==> src/rtl/rosc_stress_meas_seq.sv <==
// Control sequencer for the RVT stress ring oscillator: power-up, stress, switch-over,
// gated measurement and post-settle phases, driven by one host command at a time.
module rosc_stress_meas_seq #(
  parameter int unsigned STRESS_W   = 24,
  parameter int unsigned MEAS_W     = 16,
  parameter int unsigned DIV_W      = 8,
  parameter int unsigned SETTLE_CYC = 4
) (
  input  logic                CLK,
  input  logic                RST,
  input  logic                CMD_VALID,
  output logic                CMD_READY,
  input  logic [1:0]          CMD_SEL,
  input  logic                CMD_AC,
  input  logic [STRESS_W-1:0] CMD_STRESS_LEN,
  input  logic [MEAS_W-1:0]   CMD_MEAS_LEN,
  input  logic [DIV_W-1:0]    CMD_AC_DIV,
  input  logic                ABORT,
  output logic                SEL_INV,
  output logic                SEL_NAND,
  output logic                SEL_NOR,
  output logic                START,
  output logic                AC_DC,
  output logic                AC_STRESS_CLK,
  output logic                EN_POWER_ROSC,
  output logic                EN_ROSC,
  output logic                MEAS_STRESS,
  output logic                BUSY,
  output logic                DONE,
  output logic                ERR
);

  localparam int unsigned LEN_W = (STRESS_W > MEAS_W) ? STRESS_W : MEAS_W;
  localparam int unsigned SET_W = $clog2(SETTLE_CYC + 1);
  localparam int unsigned CNT_W = (LEN_W > SET_W) ? LEN_W : SET_W;
  localparam logic [CNT_W-1:0] SETTLE_LD = CNT_W'(SETTLE_CYC - 1);

  localparam logic [1:0] SEL_INV_C  = 2'd0;
  localparam logic [1:0] SEL_NAND_C = 2'd1;
  localparam logic [1:0] SEL_NOR_C  = 2'd2;
  localparam logic [1:0] SEL_BAD_C  = 2'd3;

  typedef enum logic [2:0] {
    S_IDLE,
    S_PWR_UP,
    S_STRESS,
    S_SWITCH,
    S_MEAS,
    S_POST
  } state_t;

  typedef struct packed {
    logic [1:0]          sel;
    logic                ac;
    logic [STRESS_W-1:0] stress_len;
    logic [MEAS_W-1:0]   meas_len;
    logic [DIV_W-1:0]    ac_div;
  } cmd_t;

  typedef struct packed {
    logic ready;
    logic sel_inv;
    logic sel_nand;
    logic sel_nor;
    logic start;
    logic ac_dc;
    logic ac_clk;
    logic en_power;
    logic en_rosc;
    logic meas_stress;
    logic busy;
    logic done;
    logic err;
  } ctl_t;

  state_t             state_q, state_d;
  logic [CNT_W-1:0]   cnt_q, cnt_d;
  logic [DIV_W-1:0]   dcnt_q, dcnt_d;
  cmd_t               cmd_q, cmd_in, cmd_act;
  ctl_t               out_q, out_d;
  logic               accept, legal, abort_hit, cnt_last, tog;

  assign cmd_in = '{sel: CMD_SEL, ac: CMD_AC, stress_len: CMD_STRESS_LEN,
                    meas_len: CMD_MEAS_LEN, ac_div: CMD_AC_DIV};

  assign accept    = CMD_VALID && out_q.ready && (state_q == S_IDLE);
  assign legal     = (CMD_SEL != SEL_BAD_C) && (CMD_MEAS_LEN != '0);
  assign abort_hit = ABORT && (state_q != S_IDLE);
  assign cnt_last  = (cnt_q == '0);
  // The command register only lands on the accept edge, so the first PWR_UP outputs use the live fields.
  assign cmd_act   = (state_q == S_IDLE) ? cmd_in : cmd_q;

  // State, counters, command and registered outputs
  always_ff @(posedge CLK) begin
    if (RST) begin
      state_q     <= S_IDLE;
      cnt_q       <= '0;
      dcnt_q      <= '0;
      cmd_q       <= '0;
      out_q       <= '0;
      out_q.ready <= 1'b1;
    end else begin
      state_q <= state_d;
      cnt_q   <= cnt_d;
      dcnt_q  <= dcnt_d;
      out_q   <= out_d;
      if (accept) begin
        cmd_q <= cmd_in;
      end
    end
  end

  // Next state, phase down-counter and stress-clock divider
  always_comb begin
    state_d = state_q;
    cnt_d   = cnt_last ? cnt_q : cnt_q - CNT_W'(1);
    dcnt_d  = dcnt_q;
    tog     = 1'b0;
    case (state_q)
      S_IDLE: begin
        if (accept && legal) begin
          state_d = S_PWR_UP;
          cnt_d   = SETTLE_LD;
        end
      end
      S_PWR_UP: begin
        if (cnt_last) begin
          if (cmd_q.stress_len != '0) begin
            state_d = S_STRESS;
            cnt_d   = CNT_W'(cmd_q.stress_len - STRESS_W'(1));
          end else begin
            state_d = S_SWITCH;
            cnt_d   = SETTLE_LD;
          end
        end
      end
      S_STRESS: begin
        if (cnt_last) begin
          state_d = S_SWITCH;
          cnt_d   = SETTLE_LD;
        end
      end
      S_SWITCH: begin
        if (cnt_last) begin
          state_d = S_MEAS;
          cnt_d   = CNT_W'(cmd_q.meas_len - MEAS_W'(1));
        end
      end
      S_MEAS: begin
        if (cnt_last) begin
          state_d = S_POST;
          cnt_d   = SETTLE_LD;
        end
      end
      S_POST: begin
        if (cnt_last) begin
          state_d = S_IDLE;
        end
      end
      default: state_d = S_IDLE;
    endcase
    if (abort_hit) begin
      state_d = S_IDLE;
    end
    if (state_d == S_STRESS) begin
      if (state_q != S_STRESS) begin
        dcnt_d = cmd_q.ac_div;
      end else if (dcnt_q == '0) begin
        dcnt_d = cmd_q.ac_div;
        tog    = 1'b1;
      end else begin
        dcnt_d = dcnt_q - DIV_W'(1);
      end
    end
  end

  // Output decode from the upcoming state, registered above
  always_comb begin
    out_d       = '0;
    out_d.ready = (state_d == S_IDLE) && !accept;
    out_d.busy  = (state_d != S_IDLE);
    out_d.done  = (state_q == S_POST) && (state_d == S_IDLE) && !abort_hit;
    out_d.err   = (accept && !legal) || abort_hit;
    if (state_d != S_IDLE) begin
      out_d.en_power = 1'b1;
      out_d.sel_inv  = (cmd_act.sel == SEL_INV_C);
      out_d.sel_nand = (cmd_act.sel == SEL_NAND_C);
      out_d.sel_nor  = (cmd_act.sel == SEL_NOR_C);
    end
    case (state_d)
      S_PWR_UP: out_d.ac_dc = cmd_act.ac;
      S_STRESS: begin
        out_d.ac_dc  = cmd_act.ac;
        out_d.ac_clk = cmd_act.ac && (state_q == S_STRESS) && (out_q.ac_clk ^ tog);
      end
      S_SWITCH, S_POST: out_d.meas_stress = 1'b1;
      S_MEAS: begin
        out_d.meas_stress = 1'b1;
        out_d.en_rosc     = 1'b1;
        out_d.start       = 1'b1;
      end
      default: ;
    endcase
  end

  assign CMD_READY     = out_q.ready;
  assign SEL_INV       = out_q.sel_inv;
  assign SEL_NAND      = out_q.sel_nand;
  assign SEL_NOR       = out_q.sel_nor;
  assign START         = out_q.start;
  assign AC_DC         = out_q.ac_dc;
  assign AC_STRESS_CLK = out_q.ac_clk;
  assign EN_POWER_ROSC = out_q.en_power;
  assign EN_ROSC       = out_q.en_rosc;
  assign MEAS_STRESS   = out_q.meas_stress;
  assign BUSY          = out_q.busy;
  assign DONE          = out_q.done;
  assign ERR           = out_q.err;

endmodule

==> config.mk <==
export PLATFORM = sky130hd
export DESIGN_NAME = rosc_stress_meas_seq
export DESIGN_NICKNAME = d
export VERILOG_FILES = /design/src/rtl/rosc_stress_meas_seq.sv
export SDC_FILE = /design/constraint.sdc
export NUM_CORES = 1
export LEC_CHECK = 0
export CORE_ASPECT_RATIO = 1.25
export CORE_UTILIZATION = 51
export DETAILED_ROUTE_END_ITERATION = 16
export PLACE_DENSITY_LB_ADDON = 0.12
export SETUP_SLACK_MARGIN = 0.1
export SLEW_MARGIN = 20
export SYNTH_ARGS = -nofsm -noshare
export SYNTH_HDL_FRONTEND = slang
export SYNTH_SLANG_ARGS = --single-unit
==> constraint.sdc <==
create_clock -name CLK -period 2.9 [get_ports CLK]
set_input_delay 0.29 -clock CLK [delete_from_list [all_inputs] [get_ports CLK]]
set_output_delay 0.29 -clock CLK [all_outputs]
set_load 0.05 [all_outputs]
==> impl_metrics.tcl <==
set metrics [dict create \
    cp-start-kind "flop" \
    worstSkewPairLatency_ps 340 \
    design_power_total_mw 5.75 \
    fin_area_mm2 0.00672 \
    drtIter0Drc 425 \
    period_minus_slack_ps 2740 \
    drc 0 \
    route.antenna.remaining_nets 0 \
    r2r_slack_ps 160 \
    cp.required_ps 3170 \
    fill_cells 920 \
    antenna_found_initial 0 \
    timing.hold.ws_ps 308 \
    die_w_um 94.4 \
    die_h_um 118 \
    r2r_cells 8 \
    p_clk_share_pct 22.6 \
    overflow 0 \
    final_common_cell "nand2_1" \
    outcome "complete, no violations" \
    core.rowCount 41 \
    r2r-end "AC_DC" \
    synth-main-ff-cell "dfxtp_1" \
    synth_area_per_cell_um2 7.69 \
    layout_common_cells "nand2_1 (148), dfxtp_1 (97), a21oi_1 (72)" \
    place_inst 894 \
    dp_hpwl_um 11000 \
    drv_slew 0 \
    arrival_ps 3010 \
    cts-root-buf "clkbuf_16" \
    powerDensity_mw_per_mm2 857 \
    io_pins 68 \
    power_frac_seq_pct 29.9 \
    path_max_fanout 5 \
    holdPathEnd "state_q[0]" \
    mappedNetlistArea_mm2 0.00544 \
    min_from "RST" \
    seq_area_frac_synth_pct 35.7 \
    area_delta_synth_final_pct 23.4 \
    grt_pass1_vias 5187 \
    setup_violations 0 \
    ys_ff_latch 97 \
    grt_start_max_net_pins 52 \
    cts_tree "done" \
    p_leak_nw 2.48 \
    io_buffers 67 \
    power_switching_mw 2.26 \
    swShare_pct 39.3 \
    pwr-share-comb_pct 47.5 \
    timing.fmax_mhz 365 \
    multi_input_area_mm2 0.00327 \
    r2r-start "cnt_q[9]" \
    clockBufferDepth 2 \
    drive_gt1_share_pct 9.71 \
    rsz0062_at_grt "yes" \
    ys.warnings.count 0 \
    gp_congestion 0.898 \
    period_share_pct 94.6 \
    grt_pass1_wl_um 24700 \
    dpl-instance-area_mm2 0.00633 \
    dieArea_mm2 0.0111 \
    seqCellArea_mm2 0.00194 \
    clkSinkCount 97 \
    holdCritPathClass "in -> reg" \
    tns_ps 0 \
    hold_path_depth 2 \
    initial_utilization_pct 53.1 \
    core_mm2 0.0103 \
    grt.total_usage_pct 28.1 \
    syn_inst 708 \
    num_vias 5401 \
    tightest_slew_ps 1080 \
    viasPerCell 5.92 \
    worst_clock_skew_ps 8.18 \
    instances_no_fill 912 \
    n_antenna_cell 0 \
    dr.pass1.iters 5 \
    synth_fp_nets 770 \
    layout.nets 840 \
    wire_per_inst_um 16.4 \
    slew_headroom_pct 27.9 \
    htreeDepth 3 \
    cts.clk_slew.worst_paths_ps 60 \
    synth_edf_count 0 \
    vdd.ir_drop.worst_uv 338 \
    endpoint_kind "flop" \
    hold_violations 0 \
    critPathKind "reg -> reg" \
    drv_cap 0 \
    synth.distinct_cells 64 \
    cts-buffers-inserted 9 \
    drt-total-wl_um 15000 \
    async_reset_ff_share_pct 0 \
    internal_power_mw 3.49 \
]
[critical path, cell delays in order, from the launching register on]
cell and delay (ps):
dfxtp_1 320, or4_1 660, or4_4 620, buf_4 180, buf_4 140, nor4_1 270, a211o_1 200, o211ai_1 110
a21oi_1 170
[Yosys cell counts (all sizes together), types with 3 or more instances]
| library cell | number | share of area [%] |
|---|---|---|
| dfxtp | 97 | 36 |
| o2bb2ai | 5 | 0.80 |
| a21o | 4 | 0.55 |
| nand4 | 4 | 0.46 |
| xor2 | 19 | 3.1 |
| a22o | 8 | 1.3 |
| clkbuf | 34 | 2.3 |
| nand2 | 148 | 10 |
| a21oi | 72 | 6.6 |
| inv | 17 | 1.2 |
| nor3 | 29 | 2.7 |
| nand3 | 11 | 1.0 |
| xnor2 | 35 | 5.6 |
| a221oi | 3 | 0.48 |
| or3 | 10 | 1.1 |
| a22oi | 3 | 0.41 |
| nand2b | 7 | 0.80 |
| o22ai | 9 | 1.0 |
| o2111ai | 3 | 0.60 |
| buf | 11 | 1.4 |
| o21ai | 28 | 2.6 |
| a31oi | 5 | 0.57 |
| and2 | 4 | 0.46 |
| nor4 | 25 | 3.3 |
| and3 | 5 | 0.57 |
| o211ai | 5 | 0.69 |
| a211oi | 6 | 1.1 |
| nor2 | 38 | 2.7 |
| nor2b | 4 | 0.46 |
| or4 | 11 | 1.6 |
| nor3b | 5 | 0.69 |
| o31ai | 5 | 0.69 |
| mux2i | 3 | 0.55 |
| a211o | 4 | 0.64 |
| ha | 7 | 1.6 |
[final cells by class]
| class | instances | share of cell area (%) |
|---|---|---|
| Tap cell | 129 | 2.40 |
| Sequential cell | 97 | 28.9 |
| Inverter | 17 | 0.950 |
| Clock buffer | 12 | 3.82 |
| Timing Repair Buffer | 104 | 14.0 |
| Multi-Input combinational cell | 549 | 48.8 |
| Clock inverter | 4 | 1.12 |
[worst max path at each step]
stage | startpoint | endpoint | slack (ps) | depth (start not counted)
after global placement | CMD_MEAS_LEN[11] | dcnt_q[2] | 20 | 7
after detailed placement | CMD_MEAS_LEN[11] | dcnt_q[2] | -3 | 7
after CTS | cnt_q[1] | cnt_q[0] | 110 | 11
after global routing | cnt_q[1] | cnt_q[0] | -7 | 11
final | cnt_q[9] | AC_DC | 160 | 8
after floorplan | cnt_q[0] | cnt_q[0] | 130 | 12
[sequential cells by signal, indices dropped and copies added, names as in the netlist, 3 cells and up]
register,flops
cmd_q,51
cnt_q,24
dcnt_q,8
state_q,3
[logic make-up (layout without fill, tap and decap cells)]
group	count (synthesis)	in the layout	share of synthesized area (%)
AND/OR/NAND/NOR	313	313	27.9
adder cells (fa/ha/maj)	7	7	1.61
AO/OA/AOI/OAI	172	172	20.6
XOR/XNOR	54	54	8.69
multiplexers	3	3	0.552
buffers and inverters	62	137	4.94
flip-flops	97	97	35.7
[timing repair]
action | in CTS | in global routing
hold endpoints to repair | 0 | 0
pin swaps | 1 | 2
setup buffers | 2 | 0
hold buffers | 0 | 0
gates resized for setup | 1 | 5
setup endpoints to repair | 1 | 37
cloned | 0 | 0
[metrics by stage]
| step | util [%] | setup slack, ps |
|---|---|---|
| after detailed placement | 61.7 | -3.27 |
| after CTS | 65.1 | 107 |
| final | 65.5 | 158 |
| after global placement | 61.7 | 17.1 |
| after floorplan | - | 128 |
| after global routing | 65.5 | -7.45 |
[metal layers]
metal  track usage (%)  vias up  share of wire, %
met5                 0        -                 0
met4              11.6        0               2.4
met3              4.07       31               5.6
met2              46.0      193                49
met1              36.4     2530                43
li1                  -     2647                 -
[power groups by stage]
stage	Sequential [mW]	Combinational [mW]	Clock (mW)
6_report	1.72	2.73	1.30
5_1_grt	1.75	2.98	1.36
4_1_cts	1.72	2.66	1.31
3_5_place_dp	1.74	2.60	0
3_3_place_gp	1.73	2.55	0
2_1_floorplan	1.75	1.86	0
(Power assumes the default switching activity.)
